--- src/rtl/bidir_pkg.sv ---
`default_nettype none
// ============================================================================
// Module   : bidir_pkg
// Purpose  : Shared definitions for the bidirectional I/O bank.
//            - channel output state encoding (OFF / DRIVE / TURN)
//            - counter width helper used by the filter and turnaround counters
// Ports    : none (package)
// Revision : 1.0 - initial release
// ============================================================================
package bidir_pkg;

   typedef enum logic [1:0] {
      ST_OFF   = 2'b00,
      ST_DRIVE = 2'b01,
      ST_TURN  = 2'b10
   } chan_state_t;

   // Width needed to hold 0..max_val. Never returns less than 1 so that a
   // zero-length turnaround still yields a legal (unused) counter vector.
   function automatic int cnt_width(input int max_val);
      int w;
      w = $clog2(max_val + 1);
      if (w < 1) w = 1;
      return w;
   endfunction

   // Widths for the default parameter set; channels derive their own from
   // cnt_width() with their actual FILTER_LEN / TURN_CYCLES.
   localparam int FILT_CNT_W_DEFAULT = $clog2(3 + 1);
   localparam int TURN_CNT_W_DEFAULT = $clog2(1 + 1);

endpackage : bidir_pkg
`default_nettype wire

--- src/rtl/bidir_channel.sv ---
`default_nettype none
// ============================================================================
// Module   : bidir_channel
// Purpose  : One pad channel of the I/O bank.
//            Input path : SYNC_STAGES synchroniser -> glitch filter -> edge
//                         detector (rise/fall pulses, optionally masked while
//                         the channel is driving or turning around).
//            Output path: registered data / enable plus an OFF/DRIVE/TURN
//                         bus-turnaround state machine.
// Ports    : clk, rst_n      - clock, async active-low reset
//            pad_in          - raw pad level
//            in_en           - input enable (gates in_dat and edge pulses)
//            in_dat          - filtered input, gated by in_en
//            in_rise/in_fall - one-cycle filtered edge pulses
//            out_dat, out_en - fabric output data / drive request
//            pad_out, pad_en - registered pad data / driver enable
//            busy            - state is DRIVE or TURN
// Revision : 1.0 - initial release
// ============================================================================
module bidir_channel
   import bidir_pkg::*;
#(
   parameter int SYNC_STAGES = 2,
   parameter int FILTER_LEN  = 3,
   parameter int TURN_CYCLES = 1,
   parameter int ECHO_MASK   = 1
) (
   input  logic clk,
   input  logic rst_n,
   input  logic pad_in,
   input  logic in_en,
   output logic in_dat,
   output logic in_rise,
   output logic in_fall,
   input  logic out_dat,
   input  logic out_en,
   output logic pad_out,
   output logic pad_en,
   output logic busy
);

   localparam int FCW = cnt_width(FILTER_LEN);
   localparam int TCW = cnt_width(TURN_CYCLES);
   localparam logic [FCW-1:0] FC_LAST = FCW'(FILTER_LEN - 1);
   localparam logic [TCW-1:0] TC_LOAD = TCW'(TURN_CYCLES);
   localparam logic [TCW-1:0] TC_ONE  = TCW'(1);
   localparam bit             MASK_ON = (ECHO_MASK != 0);

   // ------------------------------------------------------------------
   // Input path
   // ------------------------------------------------------------------
   logic [SYNC_STAGES-1:0] sync_q;
   logic                   sync_s;
   logic                   filt_q;
   logic [FCW-1:0]         fcnt_q;
   logic                   filt_flip;
   logic                   edge_ok;
   logic                   rise_q;
   logic                   fall_q;

   always_ff @(posedge clk or negedge rst_n) begin
      if (!rst_n) sync_q <= '0;
      else        sync_q <= {sync_q[SYNC_STAGES-2:0], pad_in};
   end

   assign sync_s = sync_q[SYNC_STAGES-1];

   // Filter accepts the new level on the FILTER_LEN-th consecutive cycle of
   // disagreement; any return to the held level restarts the count.
   assign filt_flip = (sync_s != filt_q) && (fcnt_q == FC_LAST);

   always_ff @(posedge clk or negedge rst_n) begin
      if (!rst_n) begin
         filt_q <= 1'b0;
         fcnt_q <= '0;
      end else if (sync_s == filt_q) begin
         fcnt_q <= '0;
      end else if (filt_flip) begin
         filt_q <= sync_s;
         fcnt_q <= '0;
      end else begin
         fcnt_q <= fcnt_q + FCW'(1);
      end
   end

   // Edges are reported in the same cycle the filtered level changes.
   // With masking on, our own driven value looping back through the pad
   // must not look like an external event.
   assign edge_ok = in_en && !(MASK_ON && busy);

   always_ff @(posedge clk or negedge rst_n) begin
      if (!rst_n) begin
         rise_q <= 1'b0;
         fall_q <= 1'b0;
      end else begin
         rise_q <= filt_flip &&  sync_s && edge_ok;
         fall_q <= filt_flip && !sync_s && edge_ok;
      end
   end

   assign in_dat  = filt_q & in_en;
   assign in_rise = rise_q;
   assign in_fall = fall_q;

   // ------------------------------------------------------------------
   // Output path: turnaround FSM
   // ------------------------------------------------------------------
   chan_state_t    state_q;
   chan_state_t    state_d;
   logic [TCW-1:0] tcnt_q;
   logic [TCW-1:0] tcnt_d;
   logic           pad_en_q;
   logic           pad_q;
   logic           pad_en_d;
   logic           pad_d;

   // State register; pad outputs are registered alongside so that the
   // driver enable is a clean flop output and clears asynchronously.
   always_ff @(posedge clk or negedge rst_n) begin
      if (!rst_n) begin
         state_q  <= ST_OFF;
         tcnt_q   <= '0;
         pad_en_q <= 1'b0;
         pad_q    <= 1'b0;
      end else begin
         state_q  <= state_d;
         tcnt_q   <= tcnt_d;
         pad_en_q <= pad_en_d;
         pad_q    <= pad_d;
      end
   end

   // Next-state logic. TURN always runs its full length; a request seen on
   // the final TURN cycle goes straight back to DRIVE.
   always_comb begin
      state_d = state_q;
      tcnt_d  = tcnt_q;
      case (state_q)
         ST_OFF: begin
            if (out_en) state_d = ST_DRIVE;
         end
         ST_DRIVE: begin
            if (!out_en) begin
               if (TURN_CYCLES == 0) begin
                  state_d = ST_OFF;
               end else begin
                  state_d = ST_TURN;
                  tcnt_d  = TC_LOAD;
               end
            end
         end
         ST_TURN: begin
            if (tcnt_q <= TC_ONE) begin
               tcnt_d  = '0;
               state_d = out_en ? ST_DRIVE : ST_OFF;
            end else begin
               tcnt_d  = tcnt_q - TC_ONE;
            end
         end
         default: begin
            state_d = ST_OFF;
            tcnt_d  = '0;
         end
      endcase
   end

   // Output decode, taken from the next state so the registered outputs
   // line up with the state they describe.
   always_comb begin
      pad_en_d = (state_d == ST_DRIVE);
      pad_d    = pad_en_d ? out_dat : 1'b0;
      busy     = (state_q != ST_OFF);
   end

   assign pad_en  = pad_en_q;
   assign pad_out = pad_q;

endmodule : bidir_channel
`default_nettype wire

--- src/rtl/bidir_io_bank.sv ---
`default_nettype none
// ============================================================================
// Module   : bidir_io_bank
// Purpose  : Bank of WIDTH independent bidirectional pad channels sitting
//            between fabric logic and the physical I/O pads.
// Ports    : CLK, RST_N              - clock, async active-low reset
//            I_PAD, I_EN             - raw pad levels, input enables
//            I_DAT, I_RISE, I_FALL   - filtered data and edge pulses
//            O_DAT, O_EN             - fabric output data and drive request
//            O_PAD, O_PAD_EN         - registered pad data / driver enable
//            BUSY                    - channel in DRIVE or TURN
// Revision : 1.0 - initial release
// ============================================================================
module bidir_io_bank
   import bidir_pkg::*;
#(
   parameter int WIDTH       = 8,
   parameter int SYNC_STAGES = 2,
   parameter int FILTER_LEN  = 3,
   parameter int TURN_CYCLES = 1,
   parameter int ECHO_MASK   = 1
) (
   input  logic             CLK,
   input  logic             RST_N,
   input  logic [WIDTH-1:0] I_PAD,
   input  logic [WIDTH-1:0] I_EN,
   output logic [WIDTH-1:0] I_DAT,
   output logic [WIDTH-1:0] I_RISE,
   output logic [WIDTH-1:0] I_FALL,
   input  logic [WIDTH-1:0] O_DAT,
   input  logic [WIDTH-1:0] O_EN,
   output logic [WIDTH-1:0] O_PAD,
   output logic [WIDTH-1:0] O_PAD_EN,
   output logic [WIDTH-1:0] BUSY
);

   for (genvar i = 0; i < WIDTH; i++) begin : g_chan
      bidir_channel #(
         .SYNC_STAGES (SYNC_STAGES),
         .FILTER_LEN  (FILTER_LEN),
         .TURN_CYCLES (TURN_CYCLES),
         .ECHO_MASK   (ECHO_MASK)
      ) u_chan (
         .clk     (CLK),
         .rst_n   (RST_N),
         .pad_in  (I_PAD[i]),
         .in_en   (I_EN[i]),
         .in_dat  (I_DAT[i]),
         .in_rise (I_RISE[i]),
         .in_fall (I_FALL[i]),
         .out_dat (O_DAT[i]),
         .out_en  (O_EN[i]),
         .pad_out (O_PAD[i]),
         .pad_en  (O_PAD_EN[i]),
         .busy    (BUSY[i])
      );
   end

endmodule : bidir_io_bank
`default_nettype wire
--- config.mk ---
export PLATFORM = sky130hd
export DESIGN_NAME = bidir_io_bank
export DESIGN_NICKNAME = d
export VERILOG_FILES = /design/src/rtl/bidir_pkg.sv /design/src/rtl/bidir_channel.sv /design/src/rtl/bidir_io_bank.sv
export SDC_FILE = /design/constraint.sdc
export NUM_CORES = 1
export LEC_CHECK = 0
export ABC_AREA = 1
export CORE_MARGIN = 4
export CORE_UTILIZATION = 50
export DETAILED_ROUTE_END_ITERATION = 7
export HOLD_SLACK_MARGIN = 0.03
export MAX_ROUTING_LAYER = met4
export PLACE_DENSITY_LB_ADDON = 0.2
export SETUP_SLACK_MARGIN = 0.2
export SYNTH_ARGS = -nofsm -noshare
export SYNTH_HDL_FRONTEND = slang
export SYNTH_SLANG_ARGS = --single-unit
--- constraint.sdc ---
create_clock -name CLK -period 0.9 [get_ports CLK]
set_input_delay 0.09 -clock CLK [delete_from_list [all_inputs] [get_ports CLK]]
set_output_delay 0.09 -clock CLK [all_outputs]
set_load 0.03 [all_outputs]
Word level (Yosys, flattened, before mapping)

Index checks and enable logic that the tools add are counted.

$add $sub $neg: 16
Multipliers: 0
Div/mod/pow operators: 0
Magnitude comparators: 8
Equality and inequality tests: 56
Shifts and indexed selects: 0
Muxes and demuxes: 88
Bitwise gates (word level): 24
Reductions and logical operators: 96

Operators by type and width:

| cell                                                  | count |
|---|---|
| two-way mux 2 bit                                     | 40 |
| logical AND 1 bit                                     | 48 |
| one-hot mux 2 bit (3 select lines)                    | 8 |
| == test 2 x 1 -> 1 bit, second input constant         | 16 |
| == test 2 bit, second input constant                  | 16 |
| two-way mux 1 bit                                     | 32 |
| AND reduction 2 bit                                   | 16 |
| one-hot mux 1 bit (3 select lines)                    | 8 |
| adder 2 x 1 -> 2 bit, second input constant           | 8 |
| zero test 1 bit                                       | 16 |
| zero test 2 bit                                       | 8 |
| inequality test 2 bit, second input constant          | 8 |
| NOT 1 bit                                             | 16 |
| nonzero test 2 bit                                    | 8 |
| bitwise AND 1 bit                                     | 8 |
| == test 1 bit                                         | 8 |
| less-or-equal comparator 1 bit, second input constant | 8 |
| inequality test 1 bit                                 | 8 |
| subtractor 1 bit, second input constant               | 8 |

Register bits: 96
Bits in latches: 0
Bits in writable memories: 0
ROM bits: 0
Input port bits: 34
Logic and storage cells: 360
Memories kept: 0

Longest topological paths before layout

Gate-level depths: netlist of run 1.

Depth after elaboration: 5
Mapped depth: 4
Mapped depth without buffers: 4

By module

From an unflattened synthesis of run 1, not the netlist that was laid out.

Cell total of the unflattened synthesis: 336
Area total of the unflattened synthesis: 3303.2 um2

By module, submodules not included:

| module        | instances | cells each | area each (um2) | seq. area each (um2) |
|---|---|---|---|---|
| bidir_channel | 8         | 42         | 412.9           | 275.3 |

Worst setup path before layout of run 1

No wires, ideal clock.

Kind: reg2out
Start: register g_chan[0].u_chan.filt_q
End: output I_DAT[0]
Data arrival time: 0.641 ns
Data required time: 0.810 ns
Slack: 0.169 ns
Cell stages (with the launch flop): 4
Path buffers: 1
Cells stage by stage: dfrtp_1 -> nand2_1 -> inv_1 -> buf_4

Longest elaborated chain between the ends: 1

Ends and longest elaborated chain:

| what                     | RTL line             | text |
|---|---|---|
| start: declaration       | bidir_channel.sv:54  | `logic filt_q;` |
| start signal: assignment | bidir_channel.sv:79  | `filt_q <= sync_s;` |
| bitwise AND 1 bit        | bidir_channel.sv:101 | `assign in_dat = filt_q & in_en;` |
| end: declaration         | bidir_io_bank.sv:27  | `output logic [WIDTH-1:0] I_DAT,` |

No other way between the ends.

Worst setup path in the final report of run 1

Start: register g_chan[6].u_chan.state_q[1]
End: output BUSY[6]

Longest elaborated chain between the ends: 1

Ends and longest elaborated chain:

| what                     | RTL line             | text |
|---|---|---|
| start: declaration       | bidir_channel.sv:108 | `chan_state_t state_q;` |
| start signal: assignment | bidir_channel.sv:126 | `state_q <= state_d;` |
| nonzero test 2 bit       | bidir_channel.sv:172 | `busy = (state_q != ST_OFF);` |
| end: declaration         | bidir_io_bank.sv:34  | `output logic [WIDTH-1:0] BUSY` |

No other way between the ends.

==> results.md, run 1 <==
* Die Ht at 93.4 µm
* Clock Power Share at a little over a quarter
* Post-Syn Nets at 418
* Non-filler instance count after layout at 576
* R2R Setup Slk at -70 ps
* Setup Skew at 11.1 ps
* Synth top area cells: dfrtp_1 60%, buf_4 9.9%, nand2_1 9.1%
* Seq cells post-synth at 88
* EDFF count, synth at 0
* PwrDens at 2330 nW/µm²
* Starting Density at a little over half
* Worst-margin pin slew at 346 ps
* Ports at 82
* DRT Pass-1 Iters at 4
* Top cell type's share of synthesized area at 60.4%
* Status: complete, but fails checks
* Netlist cell types at 13
* Post-synthesis cell count at 384
* CP delay by family, top: flip-flops
* Max-cap viol count at 0
* CTS clock-pin slew for the worst setup and hold paths at around 90 ps
* Drt initial violations at 89
* TritonCTS clock tree: built
* Data required, critical path at 810 ps
* Worst setup EP type: output pin
* Max VDD drop at about 1.4 mV
* Most area-hungry cell type in the Yosys netlist: dfrtp_1
* Mapped Area at 3640 µm²
* Vias per cell at 4.58
* DIE AREA at 8720 µm²
* Commonest cells in the netlist: 88 x dfrtp_1, 88 x nand2_1, 48 x buf_4, 48 x inv_1, 24 x nor2_1
* Routed Antenna Nets at 0
* Ant diodes at 0
* WL final at 7380 µm
* Leak at 2.62 nW
* CP Data Arrival Time at between 1000 and 1500 ps
* Vias in the first global route at ~2700
* Num CTS Buffers at 9
* DRC viols at 0
* Sequential area share after synthesis at 60.4%
* Main flop type after synthesis: dfrtp_1
* Core region area at about 6900 µm²
* Layout Nets at approximately 510
* Ys async rst share at 100%
* HP Class: in -> reg
* Fin crit share at 124%
* Sw frac at 33.0%
* Placer congestion estimate at 0.783
* Startpoint type of the worst setup path: register
* Placed Cells at 515
* H-Tree Depth at 3
* Setup TNS at -5840 ps
* Hold Fails Final Rpt at 0
* Power Internal at around 8.4 mW
* Synth warn at 0
* Max Slew Vio Count at 0
* Global route total overflow at 0
* Total track usage at 16.8%
* Chip width at ~93 µm
* Worst slew margin at 76.9%
* HPWL Detailed at approximately 4200 µm
* WL/cell at 12.8 µm
* Post-layout power at ~13 mW
* Unrepaired setup endpoints after global routing: yes
* Critical-path cell list: inv_2, nand2_2, buf_6
* Avg Cell Area, Syn at 9.49 µm²
* Port-buffer cells at 81
* # rows at 30
* Total of fill cells in the finished design at ~460
* Vias at 2639
* Reg power frac at approximately two fifths
* Fmax at 897 MHz
* Root Buffer: clkbuf_8
* Global-route wire length before repair at 11200 µm
* Psw at slightly above 4 mW
* Gate power share at 34.4%
* Skew-Pair Late Insertion Delay at 350 ps
* Worst path slowest cell: dfrtp_1
* Final Worst Setup Slack at -215 ps
* Min cycle time layout at 1110 ps
* Final setup viols at 81
* Antenna violations before repair at 0
* Crit Path Max Fanout at 2
* Crit path kind: reg -> out
* Buffers & Inverters on Critical Path at 2
* Area delta synth->final at 47.8%
* Failing checks: negative setup slack
* Longest Clk Path Bufs at 2
* Clk sinks at 88
* Share of post-route cells with drive strength above 1 at 51.7%
* Largest net degree at the start of global routing at 68
* Worst path max stage delay at 410 ps
[logic make-up after synthesis]
kind of cell           share of synthesized area (%)
AO/OA/AOI/OAI                                   3.30
buffers and inverters                           15.7
flip-flops                                      60.4
AND/OR/NAND/NOR                                 20.6
[flip-flops by register name, summed over array words and instances (netlist names)]
register,cells
g_chan.u_chan.pad_out,8
g_chan.u_chan.pad_en,8
g_chan.u_chan.filt_q,8
g_chan.u_chan.in_rise,8
g_chan.u_chan.sync_q,16
g_chan.u_chan.state_q,16
g_chan.u_chan.in_fall,8
g_chan.u_chan.fcnt_q,16
[final cells by class]
type                            count  area (µm²)  share of cell area (%)
Inverter                           56         238                    4.41
Clock inverter                      6         115                    2.14
Tap cell                           96         120                    2.23
Multi-Input combinational cell    192        1240                    23.1
Sequential cell                    88        2200                    40.9
Clock buffer                       10         138                    2.56
Timing Repair Buffer              128        1330                    24.6
[layer usage]
layer,GRT usage (%),vias to the layer above,part of all wire [%]
li1,-,1303,-
met1,17.2,1278,38
met2,31.0,51,57
met3,3.22,7,3.9
met4,7.20,0,0.80
met5,-,-,0
[repair_timing]
| action | 4_1_cts | 5_1_grt |
|---|---|---|
| endpoints found under the hold margin | 88 | 0 |
| resized for setup | 145 | 71 |
| hold buffers | 1 | 0 |
| setup buffers | 25 | 19 |
| pin swaps | 22 | 26 |
| setup endpoints to repair | 107 | 119 |
[cells in the final DEF (no fill, tap or decap), types with 5 or more instances in the layout]
master,n
a21oi_2,16
and2_1,11
and2_4,5
and3_1,5
buf_4,23
buf_6,70
clkbuf_8,10
clkdlybuf4s50_1,32
dfrtp_1,86
inv_1,23
inv_2,25
inv_4,6
nand2_1,49
nand2_2,27
nand2_4,12
nand3_1,6
nor2_1,13
nor2_2,23
o21ai_1,5
[path summary, 6_finish.rpt]
path / endpoint / startpoint / cells after the start
min in group asynchronous: g_chan[6].u_chan.state_q[1]$_DFF_PN0_ / RST_N / 3
hold reg to reg: g_chan[2].u_chan.sync_q[1]$_DFF_PN0_ / g_chan[2].u_chan.sync_q[0]$_DFF_PN0_ / 0
setup reg to reg: g_chan[2].u_chan.fcnt_q[1]$_DFF_PN0_ / g_chan[2].u_chan.filt_q$_DFFE_PN0P_ / 5
hold / removal: g_chan[7].u_chan.sync_q[0]$_DFF_PN0_ / I_PAD[7] / 1
setup / recovery: BUSY[6] / g_chan[6].u_chan.state_q[1]$_DFF_PN0_ / 3
max in group asynchronous: g_chan[0].u_chan.sync_q[1]$_DFF_PN0_ / RST_N / 3
[power groups by stage]
stage | clock [mW] | sequential (mW) | combinational, mW
floorplan | 0 | 4.96 | 1.92
global route | 3.57 | 5.02 | 4.71
CTS | 3.39 | 4.90 | 3.60
global placement | 0 | 5.04 | 2.23
detailed placement | 0 | 5.07 | 2.32
finish | 3.31 | 4.93 | 4.33
[stage by stage]
step | utilization, % | instance area [µm²] | hold slack, ps | setup WS, ps
2_1_floorplan | - | 3700 | -206 | 188
3_3_place_gp | 59.3 | 4120 | 94.4 | -24.4
3_5_place_dp | 59.3 | 4120 | 96.7 | -29.4
4_1_cts | 72.5 | 5030 | 164 | -221
5_1_grt | 77.6 | 5390 | 165 | -266
6_report | 77.6 | 5390 | 174 | -215
[worst register-to-register path: stages, from the launching register on]
cell and delay [ps]:
dfrtp_1 410, buf_6 120, buf_8 130, inv_8 60
nand2_4 50, a21oi_2 130
Note: power is estimated with default switching activity, not from simulation.
==> run 2, diff against run 1 <==
--- a/config.mk
+++ b/config.mk
@@ -11,7 +11,7 @@
 export DETAILED_ROUTE_END_ITERATION = 7
 export HOLD_SLACK_MARGIN = 0.03
 export MAX_ROUTING_LAYER = met4
-export PLACE_DENSITY_LB_ADDON = 0.2
+export PLACE_DENSITY = 0.82
 export SETUP_SLACK_MARGIN = 0.2
 export SYNTH_ARGS = -nofsm -noshare
 export SYNTH_HDL_FRONTEND = slang
==> run 2 against run 1 <==
The run still ends with negative setup slack left. Utilization is essentially flat. Non-clock buffer count grew 2. Via count grew 2.0%. Die area is the same. Design area is essentially flat. Critical path depth is the same. Global-route usage grew 2.2 points. Worst setup slack lost 32 ps. Clock power shrank 27%. Largest cell class unchanged.
==> results.md, run 2 (synthesized netlist as in run 1, its figures left out) <==
* Setup WS pre-CTS at -45.0 ps (was -29.4 ps)
* Min cycle time layout at 1150 ps (was 1110 ps)
* HPWL Detailed at 4470 µm (was 4220 µm)
* WL final at 7960 µm (was 7380 µm)
* Core region area at 6940 µm² (unchanged)
* Startpoint type of the worst setup path: register (unchanged)
* Worst path depth at 3 (unchanged)
* CP delay by family, top: flip-flops (unchanged)
* Vias at 2691 (was 2639)
* Hold WS at 176 ps (was 174 ps)
* Worst path slowest cell: dfrtp_1 (unchanged)
* Max Slew Vio Count at 0 (unchanged)
* Total track usage at 18.9% (was 16.8%)
* Leak at 2.61 nW (was 2.62 nW)
* Max VDD drop at 1.33 mV (was 1.37 mV)
* Data required, critical path at 810 ps (about the same)
* DRC viols at 0 (unchanged)
* Worst slew margin at 74.3% (was 76.9%)
* GR Util met3 at 3.14% (was 3.22%)
* Global route total overflow at 0 (unchanged)
* Status: complete, but fails checks (unchanged)
* CTS clock-pin slew for the worst setup and hold paths at 90 ps (about the same)
* Grt met1 use at 20.7% (was 17.2%)
* Area delta synth->final at 47.9% (was 47.8%)
* Clk sinks at 88 (unchanged)
* Reg area at 2200 µm² (about the same)
* TritonCTS clock tree: built (unchanged)
* Placer congestion estimate at 0.748 (was 0.783)
* Crit Path Max Fanout at 2 (unchanged)
* Die Ht at 93.4 µm (unchanged)
* Max-cap viol count at 0 (unchanged)
* Top Usage Layer GRT: met2 (unchanged)
* Longest Clk Path Bufs at 2 (unchanged)
* Share of post-route cells with drive strength above 1 at 52.9% (was 51.7%)
* # rows at 30 (unchanged)
* Crit path from: g_chan[6].u_chan.state_q[0]$_DFF_PN0_ (was g_chan[6].u_chan.state_q[1]$_DFF_PN0_)
* Drt initial violations at 104 (was 89)
* Chip width at 93.4 µm (unchanged)
* Crit path kind: reg -> out (unchanged)
* Psw at 4.20 mW (was 4.15 mW)
* HP Class: in -> reg (unchanged)
* Sw frac at 35.4% (was 33.0%)
* Routed Antenna Nets at 0 (unchanged)
* R2R Path Start: g_chan[3].u_chan.filt_q$_DFFE_PN0P_ (was g_chan[2].u_chan.filt_q$_DFFE_PN0P_)
* Unrepaired setup endpoints after global routing: yes (unchanged)
* Clock Power Share at 20.2% (was 26.3%)
* CP Data Arrival Time at 1060 ps (was 1020 ps)
* PwrDens at 2200 nW/µm² (was 2330 nW/µm²)
* Worst-margin pin slew at 385 ps (was 346 ps)
* Reg2Reg Capture Point: g_chan[3].u_chan.in_fall$_DFF_PN0_ (was g_chan[2].u_chan.fcnt_q[1]$_DFF_PN0_)
* R2R cell count at 7 (was 5)
* Commonest non-fill, non-tap cell in the layout: dfrtp_1 (unchanged)
* Port-buffer cells at 81 (unchanged)
* Antenna violations before repair at 0 (unchanged)
* Num CTS Buffers at 9 (unchanged)
* Vias in the first global route at 2843 (was 2723)
* Setup Skew at 9.53 ps (was 11.1 ps)
* Critical Path Sink: BUSY[6] (unchanged)
* Critical-path cell list: inv_2, nand2_2, buf_6 (unchanged)
* Biggest regs: g_chan.u_chan.fcnt_q (16), g_chan.u_chan.state_q (16), g_chan.u_chan.sync_q (16) (unchanged)
* Total of fill cells in the finished design at 395 (was 459)
* Root Buffer: clkbuf_8 (unchanged)
* Layout Nets at 511 (was 509)
* Hold Fails Final Rpt at 0 (unchanged)
* Vias per cell at 4.66 (was 4.58)
* H-Tree Depth at 3 (unchanged)
* Worst path max stage delay at 430 ps (was 410 ps)
* Ant diodes at 0 (unchanged)
* Final Worst Setup Slack at -246 ps (was -215 ps)
* Global-route wire length before repair at 12500 µm (was 11200 µm)
* Failing checks: negative setup slack (unchanged)
* Skew-Pair Late Insertion Delay at 350 ps (about the same)
* Footprint of the multi-input gates at 1290 µm² (was 1240 µm²)
* R2R Setup Slk at -180 ps (was -70 ps)
* Met2 layer usage reported by global route at 33.6% (was 31.0%)
* Power Internal at 7.65 mW (was 8.42 mW)
* Largest net degree at the start of global routing at 59 (was 68)
* Reg power frac at 42.0% (was 39.3%)
* Most frequent cells in the layout: 88 x dfrtp_1, 74 x buf_6, 48 x nand2_1 (was 86 x dfrtp_1, 70 x buf_6, 49 x nand2_1)
* Buffers & Inverters on Critical Path at 2 (unchanged)
* Fin crit share at 127% (was 124%)
* Ports at 82 (unchanged)
* WL/cell at 13.8 µm (was 12.8 µm)
* Gate power share at 37.8% (was 34.4%)
* DRT Pass-1 Iters at 4 (unchanged)
* DIE AREA at 8720 µm² (unchanged)
* Worst setup EP type: output pin (unchanged)
* Starting Density at 52.5% (unchanged)
* Fmax at 872 MHz (was 897 MHz)
* Final setup viols at 75 (was 81)
-- run 2: worst min path at each step --
stage / startpoint / end / cells after the start / slack (ps)
finish: I_PAD[0] / g_chan[0].u_chan.sync_q[0]$_DFF_PN0_ / 1 / 180
global placement: RST_N / g_chan[1].u_chan.pad_out$_DFF_PN0_ / 2 / 110
detailed placement: RST_N / g_chan[1].u_chan.pad_out$_DFF_PN0_ / 2 / 110
CTS: I_PAD[0] / g_chan[0].u_chan.sync_q[0]$_DFF_PN0_ / 1 / 160
global route: I_PAD[0] / g_chan[0].u_chan.sync_q[0]$_DFF_PN0_ / 1 / 150
floorplan: RST_N / g_chan[0].u_chan.fcnt_q[0]$_DFF_PN0_ / 0 / -210
-- run 2: per-layer routing --
layer  part of all wire, %  routed length [µm]
met1                    38                3040
met2                    56                4460
met3                   4.0                 317
met4                   1.8                 145
met5                     0                   0
-- run 2: area by class of cell --
class,count,share of cell area [%]
Clock buffer,13,2.76
Inverter,56,4.41
Timing Repair Buffer,130,25.4
Clock inverter,3,0.325
Tap cell,96,2.23
Multi-Input combinational cell,192,24.0
Sequential cell,88,40.9
-- run 2: power groups by stage --
stage | registers [mW] | logic [mW] | clock network, mW
CTS | 4.90 | 3.65 | 2.42
floorplan | 4.96 | 1.92 | 0
detailed placement | 5.07 | 2.36 | 0
global route | 5.04 | 4.87 | 2.64
finish | 4.98 | 4.48 | 2.40
global placement | 5.04 | 2.25 | 0
-- run 2: what timing repair did --
action,in CTS,in global routing
hold buffers,1,0
pin swaps,26,31
hold endpoints to repair,88,0
endpoints found under the setup margin,102,119
resized for setup,142,88
setup buffers,32,14
-- run 2: worst reg2reg max path, cell delays in order (launching register included) --
cell and delay, ps:
dfrtp_1 410, buf_6 120, buf_6 100, buf_6 120
inv_4 70, nor2_2 30, nand2_1 70, nor2_2 40
-- run 2: per-stage QoR --
step | TNS (ps) | utilization, % | power (mW) | cell area, µm² | instances
5_1_grt | -10030 | 77.6 | 12.5 | 5390 | 578
3_5_place_dp | -220 | 59.5 | 7.43 | 4130 | 515
6_report | -6860 | 77.6 | 11.9 | 5390 | 578
3_3_place_gp | -92.8 | 59.5 | 7.29 | 4130 | 515
2_1_floorplan | 0 | - | 6.89 | 3700 | 384
4_1_cts | -5560 | 72.0 | 11.0 | 5000 | 564
==> run 3, diff against run 2 <==
--- a/config.mk
+++ b/config.mk
@@ -8,6 +8,7 @@
 export ABC_AREA = 1
 export CORE_MARGIN = 4
 export CORE_UTILIZATION = 50
+export CTS_CLUSTER_DIAMETER = 80
 export DETAILED_ROUTE_END_ITERATION = 7
 export HOLD_SLACK_MARGIN = 0.03
 export MAX_ROUTING_LAYER = met4
==> results of run 3 <==
No change in the layout: final DEF, timing and power equal those of run 2.
